**config.mk**
```make
export PLATFORM = sky130hd
export DESIGN_NAME = oam_scan
export DESIGN_NICKNAME = d
export VERILOG_FILES = /design/src/rtl/gb_ppu_pkg.sv /design/src/rtl/obj_buffer.sv /design/src/rtl/oam_scan.sv
export SDC_FILE = /design/constraint.sdc
export NUM_CORES = 1
export LEC_CHECK = 0
export BUFFER_PORTS_ARGS = -buffer_cell sky130_fd_sc_hd__clkbuf_2
export CAP_MARGIN = 25
export CELL_PAD_IN_SITES_DETAIL_PLACEMENT = 1
export CELL_PAD_IN_SITES_GLOBAL_PLACEMENT = 1
export CORE_MARGIN = 8
export CORE_UTILIZATION = 54
export DETAILED_ROUTE_END_ITERATION = 8
export HOLD_SLACK_MARGIN = 0.15
export PLACE_DENSITY = 0.92
export SYNTH_ARGS = -nofsm -noshare
export SYNTH_HDL_FRONTEND = slang
export SYNTH_SLANG_ARGS = --single-unit
```
**constraint.sdc**
```tcl
create_clock -name clk -period 5 [get_ports clk]
set_input_delay 1 -clock clk [delete_from_list [all_inputs] [get_ports clk]]
set_output_delay 1 -clock clk [all_outputs]
set_load 0.02 [all_outputs]
```
**src/rtl/gb_ppu_pkg.sv**
```systemverilog
// Shared PPU constants and types: OAM geometry, object heights and the
// mode-2 scan state encoding.
package gb_ppu_pkg;

  localparam int OAM_BYTES        = 160;
  localparam int OAM_ENTRY_STRIDE = 4;
  localparam int NUM_OAM          = 40;
  localparam int MAX_OBJ          = 10;
  localparam int OBJ_H8           = 8;
  localparam int OBJ_H16          = 16;
  localparam int Y_OFFSET         = 16;
  localparam int SCAN_STEPS       = NUM_OAM * 2;

  localparam logic [3:0] MAX_OBJ_W = 4'(MAX_OBJ);

  typedef enum logic [1:0] {
    ST_IDLE  = 2'd0,
    ST_SCAN  = 2'd1,
    ST_DRAIN = 2'd2,
    ST_DONE  = 2'd3
  } scan_state_e;

  typedef struct packed {
    logic [7:0] x;
    logic [5:0] num;
    logic [3:0] row;
  } obj_entry_t;

  // Step k reads the Y byte (even k) or X byte (odd k) of entry k/2.
  function automatic logic [7:0] oam_addr(input logic [6:0] k);
    return {k[6:1], 1'b0, k[0]};
  endfunction

endpackage

```
**src/rtl/obj_buffer.sv**
```systemverilog
// Selected-object register file: one write port, cleared on reset, read
// mux returns zero for slots at or beyond the current fill count.
module obj_buffer
  import gb_ppu_pkg::*;
(
  input  logic       clk,
  input  logic       rst_n,
  input  logic       wr_en,
  input  logic [3:0] wr_idx,
  input  obj_entry_t wr_data,
  input  logic [3:0] count,
  input  logic [3:0] rd_idx,
  output obj_entry_t rd_data
);

  obj_entry_t mem [MAX_OBJ];

  always_ff @(posedge clk or negedge rst_n) begin
    if (!rst_n) begin
      for (int i = 0; i < MAX_OBJ; i++) mem[i] <= '0;
    end else if (wr_en && (wr_idx < MAX_OBJ_W)) begin
      mem[wr_idx] <= wr_data;
    end
  end

  always_comb begin
    rd_data = '0;
    if (rd_idx < count) rd_data = mem[rd_idx];
  end

endmodule

```
**src/rtl/oam_scan.sv**
```systemverilog
// PPU mode-2 object search: reads Y/X of every OAM entry once per line and
// keeps the first MAX_OBJ objects that intersect the latched line.
module oam_scan
  import gb_ppu_pkg::*;
(
  input  logic       clk,
  input  logic       rst_n,
  input  logic       start,
  input  logic [7:0] ly,
  input  logic       obj_size,
  input  logic       dma_active,
  output logic       oam_rd,
  output logic [7:0] oam_a,
  input  logic [7:0] oam_din,
  output logic       busy,
  output logic       done,
  output logic [3:0] obj_count,
  output logic       overflow,
  input  logic [3:0] obj_rd_idx,
  output logic [7:0] obj_x,
  output logic [5:0] obj_num,
  output logic [3:0] obj_row,
  output logic [1:0] state_dbg
);

  scan_state_e state;
  logic [6:0]  k;
  logic [7:0]  ly_l;
  logic        size_l;
  logic        pipe_valid;
  logic        pipe_is_x;
  logic [5:0]  pipe_n;
  logic        y_match;
  logic [3:0]  y_row;

  logic [7:0]  d;
  logic [8:0]  diff;
  logic [8:0]  height;
  logic        y_hit;
  logic        wr_en;
  obj_entry_t  wr_data;
  obj_entry_t  rd_data;

  // Data returns one cycle after the address; a DMA-owned bus reads as 0xFF.
  always_comb begin
    d       = dma_active ? 8'hFF : oam_din;
    diff    = {1'b0, ly_l} + 9'(Y_OFFSET) - {1'b0, d};
    height  = size_l ? 9'(OBJ_H16) : 9'(OBJ_H8);
    y_hit   = diff < height;
    wr_en   = !start && pipe_valid && pipe_is_x && y_match && (obj_count < MAX_OBJ_W);
    wr_data = '{x: d, num: pipe_n, row: y_row};
  end

  always_ff @(posedge clk or negedge rst_n) begin
    if (!rst_n) begin
      state      <= ST_IDLE;
      k          <= '0;
      ly_l       <= '0;
      size_l     <= 1'b0;
      pipe_valid <= 1'b0;
      pipe_is_x  <= 1'b0;
      pipe_n     <= '0;
      y_match    <= 1'b0;
      y_row      <= '0;
      obj_count  <= '0;
      overflow   <= 1'b0;
      oam_rd     <= 1'b0;
      oam_a      <= '0;
      busy       <= 1'b0;
      done       <= 1'b0;
    end else begin
      done <= 1'b0;
      if (start) begin
        // Restart from any state; in-flight data of an aborted scan is dropped.
        state      <= ST_SCAN;
        k          <= '0;
        ly_l       <= ly;
        size_l     <= obj_size;
        pipe_valid <= 1'b0;
        y_match    <= 1'b0;
        obj_count  <= '0;
        overflow   <= 1'b0;
        oam_rd     <= 1'b1;
        oam_a      <= 8'h00;
        busy       <= 1'b1;
      end else begin
        pipe_valid <= oam_rd;
        pipe_is_x  <= oam_a[0];
        pipe_n     <= oam_a[7:2];

        if (pipe_valid) begin
          if (!pipe_is_x) begin
            y_match <= y_hit;
            y_row   <= diff[3:0];
          end else if (y_match) begin
            if (obj_count < MAX_OBJ_W) obj_count <= obj_count + 4'd1;
            else                       overflow  <= 1'b1;
          end
        end

        case (state)
          ST_IDLE: begin
            oam_rd <= 1'b0;
          end
          ST_SCAN: begin
            if (k == 7'(SCAN_STEPS - 1)) begin
              state  <= ST_DRAIN;
              oam_rd <= 1'b0;
              oam_a  <= 8'h00;
            end else begin
              k     <= k + 7'd1;
              oam_a <= oam_addr(k + 7'd1);
            end
          end
          ST_DRAIN: begin
            state <= ST_DONE;
            done  <= 1'b1;
          end
          ST_DONE: begin
            state <= ST_IDLE;
            busy  <= 1'b0;
          end
          default: state <= ST_IDLE;
        endcase
      end
    end
  end

  obj_buffer u_obj_buffer (
    .clk     (clk),
    .rst_n   (rst_n),
    .wr_en   (wr_en),
    .wr_idx  (obj_count),
    .wr_data (wr_data),
    .count   (obj_count),
    .rd_idx  (obj_rd_idx),
    .rd_data (rd_data)
  );

  assign obj_x     = rd_data.x;
  assign obj_num   = rd_data.num;
  assign obj_row   = rd_data.row;
  assign state_dbg = state;

endmodule

```
### After elaboration in Yosys (flattened, before gate mapping)

Index checks and enable logic that the tools add are counted.

| word-level totals | value |
|---|---|
| flip-flop bits (word level) | 227 |
| bits in latches | 0 |
| RAM bits | 0 |
| bits in read-only memories | 0 |
| bits of input ports | 25 |
| output and inout port bits | 36 |
| word-level logic and storage cells | 129 |
| memories kept | 0 |

| cells by class | value |
|---|---|
| $add $sub $neg | 4 |
| $mul | 0 |
| divide/modulo/power cells | 0 |
| order comparisons | 6 |
| eq/ne operators | 8 |
| shift operators | 0 |
| multiplexer cells | 39 |
| bitwise gates (word level) | 4 |
| reduce and logical (&&, ||, !) cells | 23 |

Operators with widths:

| kind | number |
|---|---|
| 180-bit bitwise mux | 1 |
| 18-bit binary-select mux with 4-bit select | 1 |
| 18-bit demux with 4-bit select | 1 |
| 18-bit two-way mux | 4 |
| 8-bit two-way mux | 4 |
| 7-bit two-way mux | 3 |
| 4-bit two-way mux | 5 |
| 1-bit two-way mux | 15 |
| 2-bit nonzero test | 6 |
| 5-bit >= comparator, second input constant | 2 |
| 4-bit inverter with 5-bit output | 2 |
| 8-bit by 5-bit adder with 9-bit output, second input constant | 1 |
| 9-bit by 5-bit less-than comparator with 1-bit output | 1 |
| 9-bit by 8-bit subtractor with 9-bit output | 1 |
| 2-bit AND reduction | 4 |
| 4-bit AND reduction | 2 |
| 7-bit by 1-bit adder with 7-bit output, second input constant | 1 |
| 7-bit equality test, second input constant | 1 |
| 1-bit logical AND | 6 |
| 2-bit inequality test, second input constant | 3 |
| 2-bit case mux with 3 select lines | 1 |
| 5-bit by 1-bit less-than comparator with 1-bit output, second input constant | 1 |
| 5-bit two-way mux | 1 |
| 4-bit by 1-bit adder with 4-bit output, second input constant | 1 |
| 13 further kinds | 16 |

### Longest topological paths before layout

Gate-level depths: netlist (run 1).

| depth | value |
|---|---|
| depth in word-level cells | 6 |
| mapped depth | 15 |
| mapped depth without buffers | 13 |

### By module

Synthesis (run 1) repeated with hierarchy kept, for this count alone.

| second synthesis, totals | value |
|---|---|
| cell total of the unflattened synthesis | 823 |
| area total of the unflattened synthesis | 11030.6 um^2 |

By module, submodules not included:

| module | instances | cells an instance | area an instance (um^2) |
|---|---|---|---|
| obj_buffer | 1 | 595 | 8612.0 |
| oam_scan | 1 | 228 | 2418.6 |

### Least setup slack after synthesis (run 1)

No wires, ideal clock.

| path | value |
|---|---|
| path kind | input -> register |
| start point | in dma_active |
| end point | reg y_match |
| setup time | 0.092 ns |
| arrival | 3.468 ns |
| slack | 1.440 ns |
| stages | 11 |
| path buffers | 2 |
| path through | clkbuf_1 -> nor2_1 -> clkbuf_1 -> ha_1 -> ha_1 -> fa_1 -> a21o_1 -> a21oi_1 -> o22ai_1 -> a211o_1 -> o31ai_2 |

| between the ends | value |
|---|---|
| cells in the longest elaborated chain, start to end | 6 |

RTL lines:

| element | RTL line | text |
|---|---|---|
| start: declaration | oam_scan.sv:11 | `input logic dma_active,` |
| 8-bit two-way mux | oam_scan.sv:46 | `d = dma_active ? 8'hFF : oam_din;` |
| 9-bit by 8-bit subtractor with 9-bit output | oam_scan.sv:47 | `diff = {1'b0, ly_l} + 9'(Y_OFFSET) - {1'b0, d};` |
| 9-bit by 5-bit less-than comparator with 1-bit output | oam_scan.sv:49 | `y_hit = diff < height;` |
| 1-bit two-way mux | oam_scan.sv:92 | `if (!pipe_is_x) begin` |
| 1-bit two-way mux | oam_scan.sv:91 | `if (pipe_valid) begin` |
| 1-bit two-way mux | oam_scan.sv:73 | `if (start) begin` |
| end signal: assignment | oam_scan.sv:93 | `y_match <= y_hit;` |
| end: declaration | oam_scan.sv:33 | `logic y_match;` |

No other way between the ends. The select of a mux whose other input is x is not followed.
A chain may end at the register's enable or synchronous reset.

### Final worst setup path (run 1)

| path | value |
|---|---|
| start point | in obj_rd_idx[1] |
| end point | out obj_x[5] |

| between the ends | value |
|---|---|
| cells in the longest elaborated chain, start to end | 5 |

RTL lines:

| element | RTL line | text |
|---|---|---|
| start: declaration | oam_scan.sv:19 | `input logic [3:0] obj_rd_idx,` |
| 4-bit inverter with 5-bit output (not written as such) | obj_buffer.sv:28 | `if (rd_idx < count) rd_data = mem[rd_idx];` |
| 18-bit binary-select mux with 4-bit select | obj_buffer.sv:28 |  |
| 18-bit two-way mux (not written as such) (2 in series) | obj_buffer.sv:28 |  |
| 18-bit two-way mux * | obj_buffer.sv:28 |  |
| end: declaration | oam_scan.sv:20 | `output logic [7:0] obj_x,` |

Mark *: on every way between the ends. The rest lies on a longest branch, timed or not. The select of a mux whose other input is x is not followed.

==> impl_results.md, run 1 <==
* Share of post-route cells with drive strength above 1 at 29.88%
* FFs w/ async S/R, synth at 100.0%
* Commonest non-fill, non-tap cell in the layout: dfrtp_1
* Post-DP HPWL at 20090 µm
* Final min period at 4059 ps
* Setup TNS at 0 ps
* Setup bufs post-CTS at 0
* Synth Register Bits at 226
* Worst-Skew Late Latency at 520 ps
* CTS root buf: clkbuf_16
* Reg2reg start: obj_count[1]
* Initial antenna violation count at 0
* Power Total at 4.096 mW
* Fillers at 1892
* Hold path start: busy
* Cell family with most CP delay: compound AO/OA/AOI/OAI gates
* Multi-input gate area at 4707 µm²
* DR iter-0 viols at 685
* Net Sw Frac at 24.64%
* Syn. warnings at 0
* Synth area leaders: dfrtp_1 53%, mux2_2 11%, mux4_2 7.6%
* CTS Sinks at 226
* P&R area growth vs syn at 13.12%
* Final wirelength at 34700 µm
* Sequential-to-total area share from yosys stat at 52.90%
* Number of core rows at 51
* GR peak layer: met2
* Top Ports at 61
* Clk_skew at 11.28 ps
* Largest net degree at the start of global routing at 105
* Post-synthesis cell count at 874
* Max stage delay on crit path at 600 ps
* GRT overflow at 0
* HP Class: flop to flop
* CP Class: input pin to output pin
* Die Height at 156.7 µm
* Final hold vios at 0
* Most area-hungry cell type in the Yosys netlist: dfrtp_1
* Die footprint at 24560 µm²
* DR vias at 7777
* All-layer global routing usage at 29.12%
* Synth top area share at 52.90%
* Met2 Use GR at 48.16%
* Worst EP required at 4000 ps
* CP max FO at 18
* GR Util met1 at 36.09%
* Register Area at 5655 µm²
* RD Place Congestion at 0.7898
* DR WL/cell at 28.87 µm
* Power per standard cell area at 338.7 nW/µm²
* Top_reg_cell synth: dfrtp_1
* Slew margin rel. at 29.36%
* Slew @ Worst Pin at 1052 ps
* Arr. time, crit path at 3060 ps
* Final setup fails at 0
* Final Max Slew Viols at 0
* Number of global-route vias before repair at 8945
* Avg Synthesized Cell Area at 12.23 µm²
* Antenna-violating nets left at 0
* Fmax at 246.3 MHz
* Core box area at 19460 µm²
* Post-synthesis cell area at 10690 µm²
* Htree depth at 1
* # hold bufs at CTS at 0
* DRC at 0
* Final Cycle Share at 81.19%
* Via/cell ratio at 6.470
* Seq pwr share at 46.8%
* CTS clk-pin slew, worst paths at 60 ps
* Combinational power share at 7.1%
* Clock Power Share at 46.1%
* Startpoint types: input pin
* TritonRoute pass-1 iters at 5
* Maximum root-to-sink buffer count at 3
* Crit path capture type: output pin
* Syn_nets at 924
* Setup crit start: obj_rd_idx[1]
* N_diodes at 0
* First-pass GRT wire length at 54240 µm
* Starting Density at 54.93%
* Final #Nets at 970
* Internal Pwr Total at 3.087 mW
* Post-synth EDFFs at 0
* Met3 Use GR at 5.736%
* Max Cap Viol at 0
* Port Buf Inserts at 59
* Die width at 156.7 µm
* Status: completed
* Bufs and invs on worst path at 2
* Synth cell types at 45
* Leakage power at 5.860 nW
* Post-CTS Resized at 0
* Most frequent cells in the layout: 226 x dfrtp_1, 113 x nor2_1, 105 x mux2_2
* Worst path cell trace: clkbuf_2 > ha_1 > a21o_1 > a21o_1 > a21oi_2 > and2_1 > clkbuf_2
* Worst vdd ir at 0.2408 mV
* Net switching power at 1.009 mW
* CTS tree: done
* CTS Buf Count at 24
* RSZ-0062 raised after global routing: no
* Slowest CP cell: a21oi_2
path summary, 6_finish.rpt:
kind,slack (ps),depth (start not counted),endpoint
worst max register to register,2050,6,u_obj_buffer.mem[20]
min in group asynchronous,550,1,obj_count[0]
worst min-delay path,500,1,busy
worst min register to register,500,1,busy
max in group asynchronous,3400,2,u_obj_buffer.mem[66]
worst max-delay path,940,7,obj_x[5]
cells in the mapped netlist (8+ instances only):
master	number
dfrtp_1	226
nor2_1	113
mux2_2	105
a21oi_1	91
mux2i_1	38
mux4_2	36
clkbuf_1	31
nand2_1	27
ha_1	24
o22ai_1	19
and2_1	18
buf_2	18
buf_4	12
inv_1	12
o21ai_0	10
nand2b_1	9
xnor2_1	9
a21o_1	8
mux2_1	8
nor2_2	8
final cells by class:
type | count | share of cell area (%)
clock buffer | 33 | 5.752
clock inverter | 10 | 1.055
inverter | 12 | 0.3724
multi-input combinational | 573 | 38.92
sequential | 226 | 46.76
tap | 265 | 2.742
timing repair buffer | 83 | 4.397
cell families after synthesis:
family | count (synthesis) | synth area share, %
muxes | 187 | 23.04
xor gates and xnor gates | 13 | 1.065
other | 1 | 0.03507
adders and majority gates | 25 | 2.996
buffers and inverters | 75 | 3.265
AOI/OAI and AO/OA | 143 | 7.689
and+or+nand+nor | 204 | 9.011
DFF | 226 | 52.90
power groups by stage:
stage	logic (mW)	registers, mW	clock network, mW
6_report	0.289	1.92	1.89
5_1_grt	0.317	1.92	1.96
4_1_cts	0.288	1.91	1.90
3_5_place_dp	0.276	1.94	0
3_3_place_gp	0.263	1.94	0
2_1_floorplan	0.189	1.90	0
per-layer routing:
metal,vias up,part of all wire [%]
met2,393,50
met5,-,0
li1,3176,-
met3,115,6.8
met4,0,3.7
met1,4093,39
sequential cells by signal (all words and copies together), names as in the netlist:
signal	cells
obj_count	4
k	7
oam_rd	1
busy	1
done	1
u_obj_buffer.mem	180
size_l	1
y_row	4
y_match	1
state_dbg	2
pipe_valid	1
ly_l	8
pipe_n	6
pipe_is_x	1
oam_a	7
overflow	1
metrics by stage:
step / hold WS, ps / instances / cell area, µm² / util [%] / setup slack, ps
after CTS: 508.6 / 1200 / 12060 / 61.94 / 744.8
final: 503.4 / 1202 / 12090 / 62.14 / 940.5
after global placement: 465.0 / 1156 / 11220 / 57.63 / 897.4
after floorplan: 457.4 / 874 / 10690 / - / 1440
after detailed placement: 489.0 / 1157 / 11230 / 57.71 / 798.6
after global routing: 522.0 / 1202 / 12090 / 62.14 / 820.4
Power figures use the tool's default switching activity.
==> run 2: changes to the inputs <==
--- a/config.mk
+++ b/config.mk
@@ -10,10 +10,10 @@
 export CELL_PAD_IN_SITES_DETAIL_PLACEMENT = 1
 export CELL_PAD_IN_SITES_GLOBAL_PLACEMENT = 1
 export CORE_MARGIN = 8
-export CORE_UTILIZATION = 54
+export CORE_UTILIZATION = 45
 export DETAILED_ROUTE_END_ITERATION = 8
 export HOLD_SLACK_MARGIN = 0.15
-export PLACE_DENSITY = 0.92
+export PLACE_DENSITY = 0.83
 export SYNTH_ARGS = -nofsm -noshare
 export SYNTH_HDL_FRONTEND = slang
 export SYNTH_SLANG_ARGS = --single-unit
==> constraint.sdc (replaced) <==
create_clock -name clk -period 3.7 [get_ports clk]
set_input_delay 0.74 -clock clk [delete_from_list [all_inputs] [get_ports clk]]
set_output_delay 0.74 -clock clk [all_outputs]
set_load 0.02 [all_outputs]
==> impl_results.md, run 2 (synthesis gave the netlist of run 1 again) <==
* CP Class: input pin to output pin (unchanged)
* Final setup fails at 0 (unchanged)
* CP max FO at 20 (was 18)
* Htree depth at 1 (unchanged)
* Post-CTS Resized at 0 (unchanged)
* Antenna-violating nets left at 0 (unchanged)
* Max Cap Viol at 0 (unchanged)
* Most frequent cells in the layout: 226 x dfrtp_1, 113 x nor2_1, 105 x mux2_2 (unchanged)
* Die Height at 170.1 µm (was 156.7 µm)
* Register Area at 5655 µm² (unchanged)
* Maximum root-to-sink buffer count at 3 (unchanged)
* Worst vdd ir at 0.3057 mV (was 0.2408 mV)
* CTS Buf Count at 25 (was 24)
* CTS Sinks at 226 (unchanged)
* Port Buf Inserts at 59 (unchanged)
* Setup bufs post-CTS at 0 (unchanged)
* Initial antenna violation count at 0 (unchanged)
* Startpoint types: input pin (unchanged)
* GRT overflow at 0 (unchanged)
* Clk_skew at 13.53 ps (was 11.28 ps)
* Die width at 170.1 µm (was 156.7 µm)
* DR iter-0 viols at 463 (was 685)
* Crit path capture type: output pin (unchanged)
* Via/cell ratio at 5.688 (was 6.470)
* DR WL/cell at 23.02 µm (was 28.87 µm)
* Final hold vios at 0 (unchanged)
* TritonRoute pass-1 iters at 4 (was 5)
* CTS clk-pin slew, worst paths at 60 ps (about the same)
* Final wirelength at 29230 µm (was 34700 µm)
* Commonest non-fill, non-tap cell in the layout: dfrtp_1 (unchanged)
* Core box area at 23400 µm² (was 19460 µm²)
* Max reg flops at 180 (unchanged)
* Fillers at 2471 (was 1892)
* Final Cycle Share at 89.60%
* Final Max Slew Viols at 0 (unchanged)
* Leakage power at 5.920 nW (was 5.860 nW)
* Slew margin rel. at 35.68% (was 29.36%)
* Register-to-Register Path Depth at 8 (was 6)
* All-layer global routing usage at 20.87% (was 29.12%)
* Number of global-route vias before repair at 8262 (was 8945)
* DRC at 0 (unchanged)
* Status: completed (unchanged)
* Setup TNS at 0 ps (unchanged)
* Critical R2R Capture: y_match (was u_obj_buffer.mem[20])
* # hold bufs at CTS at 0 (unchanged)
* Final core occ at 52.24% (was 62.14%)
* Number of core rows at 56 (was 51)
* Final #Nets at 985 (was 970)
* Die footprint at 28950 µm² (was 24560 µm²)
* Biggest register: u_obj_buffer.mem (unchanged)
* CTS root buf: clkbuf_16 (unchanged)
* Slew @ Worst Pin at 963.8 ps (was 1052 ps)
* CTS tree: done (unchanged)
* Arr. time, crit path at 2580 ps (was 3060 ps)
* Power per standard cell area at 445.2 nW/µm² (was 338.7 nW/µm²)
* Top Ports at 61 (unchanged)
* Final min period at 3315 ps
* Multi-input gate area at 4687 µm² (was 4707 µm²)
* N_diodes at 0 (unchanged)
* HP Class: input pin to asynchronous set/reset pin (was flop to flop)
* First-pass GRT wire length at 46980 µm (was 54240 µm)
* Post-DP HPWL at 19310 µm (was 20090 µm)
* P&R area growth vs syn at 14.35% (was 13.12%)
* RD Place Congestion at 0.7762 (was 0.7898)
* RSZ-0062 raised after global routing: no (unchanged)
* Largest net degree at the start of global routing at 90 (was 105)
* Share of post-route cells with drive strength above 1 at 30.60% (was 29.88%)
* DR vias at 7224 (was 7777)
* Starting Density at 45.69% (was 54.93%)
* Min Hold Slack at 223.2 ps (was 503.4 ps)
* Fmax at 301.6 MHz
* Worst-Skew Late Latency at 530 ps (was 520 ps)
* Regs by FF count: u_obj_buffer.mem x180, ly_l x8 (unchanged)
* Worst EP required at 2960 ps (was 4000 ps)
* Flop-to-flop setup slack at 1060 ps (was 2050 ps)
* Reg2reg start: ly_l[1] (was obj_count[1])
[run 2: cell count changes in the layout (fill, tap and decap cells not counted), sizes merged]
| cell | previous run | this run |
|---|---|---|
| clkinvlp | 1 | 0 |
| buf | 26 | 40 |
| clkbuf | 90 | 94 |
| clkinv | 6 | 2 |
| bufinv | 3 | 2 |
| inv | 12 | 14 |
[run 2: through the flow]
stage          power [mW]  setup WS, ps  area (µm²)  std cells
3_3_place_gp        2.992         331.0       11420       1227
4_1_cts             5.480         380.2       12230       1270
2_1_floorplan       2.830         399.8       10690        874
5_1_grt             5.620         303.1       12230       1270
6_report            5.443         384.8       12230       1270
3_5_place_dp        3.007         213.1       11420       1227
[run 2: worst max-delay path, cell delays in order]
cell	delay [ps]
buf_4	380
buf_4	270
mux4_2	520
mux2i_1	170
o22ai_1	100
and2_1	200
clkbuf_2	160
[run 2: where the power goes]
group	switching (mW)	total, mW	internal, mW
clock	0.997	2.48	1.48
combinational	0.242	0.388	0.146
sequential	0.0686	2.58	2.51
[run 2: cell type report]
class,count,share of cell area [%]
Inverter,12,0.3684
Multi-Input combinational cell,573,38.34
Tap cell,319,3.265
Timing Repair Buffer,97,5.158
Sequential cell,226,46.26
Clock inverter,6,0.7164
Clock buffer,37,5.895
[run 2: worst max-delay path by stage]
stage                       start         end  slack (ps)  cells after the start
detailed placement     dma_active     y_match         210                     10
floorplan              dma_active     y_match         400                     11
global placement       dma_active     y_match         330                     10
global route        obj_rd_idx[0]  obj_num[2]         300                      7
finish              obj_rd_idx[0]  obj_num[2]         380                      7
CTS                 obj_rd_idx[0]  obj_num[2]         380                      7
[run 2: metal layers]
metal	global-route usage, %	up-vias	wire length (µm)
met1	24.85	3771	11300
li1	-	3210	-
met5	0	-	0
met3	3.313	64	1539
met4	9.458	0	1190
met2	36.68	179	15200
==> run 3: changes to the inputs <==
--- a/config.mk
+++ b/config.mk
@@ -7,13 +7,12 @@
 export LEC_CHECK = 0
 export BUFFER_PORTS_ARGS = -buffer_cell sky130_fd_sc_hd__clkbuf_2
 export CAP_MARGIN = 25
-export CELL_PAD_IN_SITES_DETAIL_PLACEMENT = 1
-export CELL_PAD_IN_SITES_GLOBAL_PLACEMENT = 1
 export CORE_MARGIN = 8
-export CORE_UTILIZATION = 45
+export CORE_UTILIZATION = 55
 export DETAILED_ROUTE_END_ITERATION = 8
 export HOLD_SLACK_MARGIN = 0.15
 export PLACE_DENSITY = 0.83
 export SYNTH_ARGS = -nofsm -noshare
 export SYNTH_HDL_FRONTEND = slang
+export SYNTH_HIERARCHICAL = 1
 export SYNTH_SLANG_ARGS = --single-unit
==> impl_results.md, run 3 <==
* Final Max Slew Viols at 0 (unchanged)
* Max Cap Viol at 0 (unchanged)
* DR iter-0 viols at 449 (was 463)
* Die Height at 157.6 µm (was 170.1 µm)
* TritonRoute pass-1 iters at 4 (unchanged)
* Min Hold Slack at 199.9 ps (was 223.2 ps)
* Via/cell ratio at 5.864 (was 5.688)
* Commonest cells in the netlist: 226 x dfrtp_1, 201 x mux2_2, 43 x nor2_1 (was 226 x dfrtp_1, 113 x nor2_1, 105 x mux2_2)
* P&R area growth vs syn at 11.86% (was 14.35%)
* Share of post-route cells with drive strength above 1 at 43.02% (was 30.60%)
* Top_reg_cell synth: dfrtp_1 (unchanged)
* Arr. time, crit path at 2620 ps (was 2580 ps)
* Starting Density at 55.22% (was 45.69%)
* Final hold vios at 0 (unchanged)
* Worst vdd ir at 0.2954 mV (was 0.3057 mV)
* HP Class: input pin to asynchronous set/reset pin (unchanged)
* Most area-hungry cell type in the Yosys netlist: dfrtp_1 (unchanged)
* Status: completed (unchanged)
* Crit path capture type: output pin (unchanged)
* Number of global-route vias before repair at 7399 (was 8262)
* Final instance area at 12340 µm² (was 12230 µm²)
* Placed cell count at 1114 (was 1227)
* Leakage power at 6.151 nW (was 5.920 nW)
* Startpoint types: flop (was input pin)
* Most numerous cell in the Yosys netlist: dfrtp_1 (unchanged)
* All-layer global routing usage at 20.65% (was 20.87%)
* Fin cells at 1158 (was 1270)
* Die footprint at 24840 µm² (was 28950 µm²)
* Core box area at 19970 µm² (was 23400 µm²)
* Post-synthesis cell area at 11030 µm² (was 10690 µm²)
* Max reg flops at 180 (unchanged)
* Biggest register: u_obj_buffer/mem (was u_obj_buffer.mem)
* First-pass GRT wire length at 40180 µm (was 46980 µm)
* Number of core rows at 52 (was 56)
* Most frequent cells in the layout: 226 x dfrtp_1, 201 x mux2_2, 57 x clkbuf_2 (was 226 x dfrtp_1, 113 x nor2_1, 105 x mux2_2)
* Final wirelength at 24640 µm (was 29230 µm)
* Die width at 157.6 µm (was 170.1 µm)
* Commonest non-fill, non-tap cell in the layout: dfrtp_1 (unchanged)
* Post-CTS Resized at 0 (unchanged)
* CP max FO at 10 (was 20)
* Post-synthesis cell count at 823 (was 874)
* Placed Area at 11510 µm² (was 11420 µm²)
* Final setup fails at 0 (unchanged)
* Clk_skew at 11.91 ps (was 13.53 ps)
* Synth top area share at 51.27% (was 52.90%)
* Final min period at 3362 ps (was 3315 ps)
* Final worst slack at 337.7 ps (was 384.8 ps)
* RD Place Congestion at 0.8363 (was 0.7762)
* Top Ports at 61 (unchanged)
* CTS tree: done (unchanged)
* CTS clk-pin slew, worst paths at 60 ps (about the same)
* Worst-Skew Late Latency at 510 ps (was 530 ps)
* Synth cell types at 56 (was 45)
* Regs by FF count: u_obj_buffer/mem x180, ly_l x8 (was u_obj_buffer.mem x180, ly_l x8)
* Post-synth EDFFs at 0 (unchanged)
* Avg Synthesized Cell Area at 13.40 µm² (was 12.23 µm²)
* Slew @ Worst Pin at 684.5 ps (was 963.8 ps)
* Synth area leaders: dfrtp_1 51%, mux2_2 21%, mux4_2 4.1% (was dfrtp_1 53%, mux2_2 11%, mux4_2 7.6%)
* Sequential-to-total area share from yosys stat at 51.27% (was 52.90%)
* Antenna-violating nets left at 0 (unchanged)
* CTS Sinks at 226 (unchanged)
* DR WL/cell at 21.28 µm (was 23.02 µm)
* Htree depth at 1 (unchanged)
* DR vias at 6790 (was 7224)
* Setup TNS at 0 ps (unchanged)
* RSZ-0062 raised after global routing: no (unchanged)
* Fmax at 297.4 MHz (was 301.6 MHz)
* Final #Nets at 918 (was 985)
* Pre-CTS setup slack at 440.5 ps (was 213.1 ps)
* Power per standard cell area at 457.1 nW/µm² (was 445.2 nW/µm²)
* N_diodes at 0 (unchanged)
* Syn. warnings at 6 (was 0)
* CTS root buf: clkbuf_16 (unchanged)
* Largest net degree at the start of global routing at 87 (was 90)
* # hold bufs at CTS at 0 (unchanged)
* Post-DP HPWL at 15190 µm (was 19310 µm)
* Initial antenna violation count at 0 (unchanged)
* Slew margin rel. at 54.20% (was 35.68%)
* CP Class: flop to output pin (was input pin to output pin)
* Power Total at 5.640 mW (was 5.443 mW)
* Syn_nets at 870 (was 924)
* Port Buf Inserts at 59 (unchanged)
* Maximum root-to-sink buffer count at 3 (unchanged)
* Setup bufs post-CTS at 0 (unchanged)
* Worst EP required at 2960 ps (about the same)
* FFs w/ async S/R, synth at 100.0% (unchanged)
* DRC at 0 (unchanged)
* Final Cycle Share at 90.87% (was 89.60%)
* Synth Register Bits at 226 (unchanged)
* GRT overflow at 0 (unchanged)
* CTS Buf Count at 25 (unchanged)
* Final core occ at 61.78% (was 52.24%)
[run 3: cell count changes after synthesis, sizes merged, moves of 12 or more]
cell    before  now
a21oi       92   20
and2        18    0
buf         32   53
clkbuf      31    7
mux2       113  221
mux4        36   20
nor2       121   47
nor3         0   12
o22ai       19    0
[run 3: worst paths after layout]
| check | from | endpoint | slack [ps] | depth (start not counted) |
|---|---|---|---|---|
| worst max-delay path | obj_count[2] | obj_row[1] | 340 | 7 |
| worst min-delay path | rst_n | u_obj_buffer/mem[56] | 200 | 1 |
| worst max register to register | obj_count[2] | u_obj_buffer/mem[134] | 810 | 6 |
| worst min register to register | busy | busy | 490 | 2 |
| max in group asynchronous | rst_n | oam_a[5] | 2610 | 2 |
| min in group clk | obj_size | size_l | 430 | 3 |
[run 3: logic make-up (layout without fill, tap and decap cells)]
| logic type | Yosys count | in the layout | synth area share (%) |
|---|---|---|---|
| other | 1 | 1 | 0.03400 |
| xor gates and xnor gates | 12 | 12 | 0.9528 |
| buffers and inverters | 81 | 146 | 4.050 |
| muxes | 270 | 270 | 29.96 |
| adders and majority gates | 22 | 22 | 2.564 |
| DFF | 226 | 226 | 51.27 |
| AOI/OAI and AO/OA | 76 | 76 | 4.855 |
| and+or+nand+nor | 135 | 135 | 6.318 |
[run 3: per-layer routing]
metal	vias to the layer above	global-route usage, %	share of wire, %
met4	0	6.528	2.8
met5	-	0	0
met2	171	33.53	47
met1	3508	28.30	45
met3	50	2.894	4.4
li1	3061	-	-
[run 3: critical path, cell delays in order (launching register included)]
cell and delay (ps):
dfrtp_1 570, inv_1 90, ha_1 250, a2111oi_4 280, nor3_2 110, buf_6 170, nor3_1 400, clkbuf_2 250
[run 3: cell type report]
class                   instances  area (µm²)
multi-input cells             516        4933
well taps                     270       337.8
fillers                      1511        7635
inverters                      21       78.83
repair buffers                 81       501.7
flip-flops and latches        226        5655
clock inverters                 7       91.34
clock buffers                  37       740.7
[run 3: where the power goes]
part	leakage (nW)	switching (mW)	internal (mW)
Sequential	3.09	0.135	2.54
Clock	0.409	0.980	1.52
Combinational	2.65	0.282	0.183
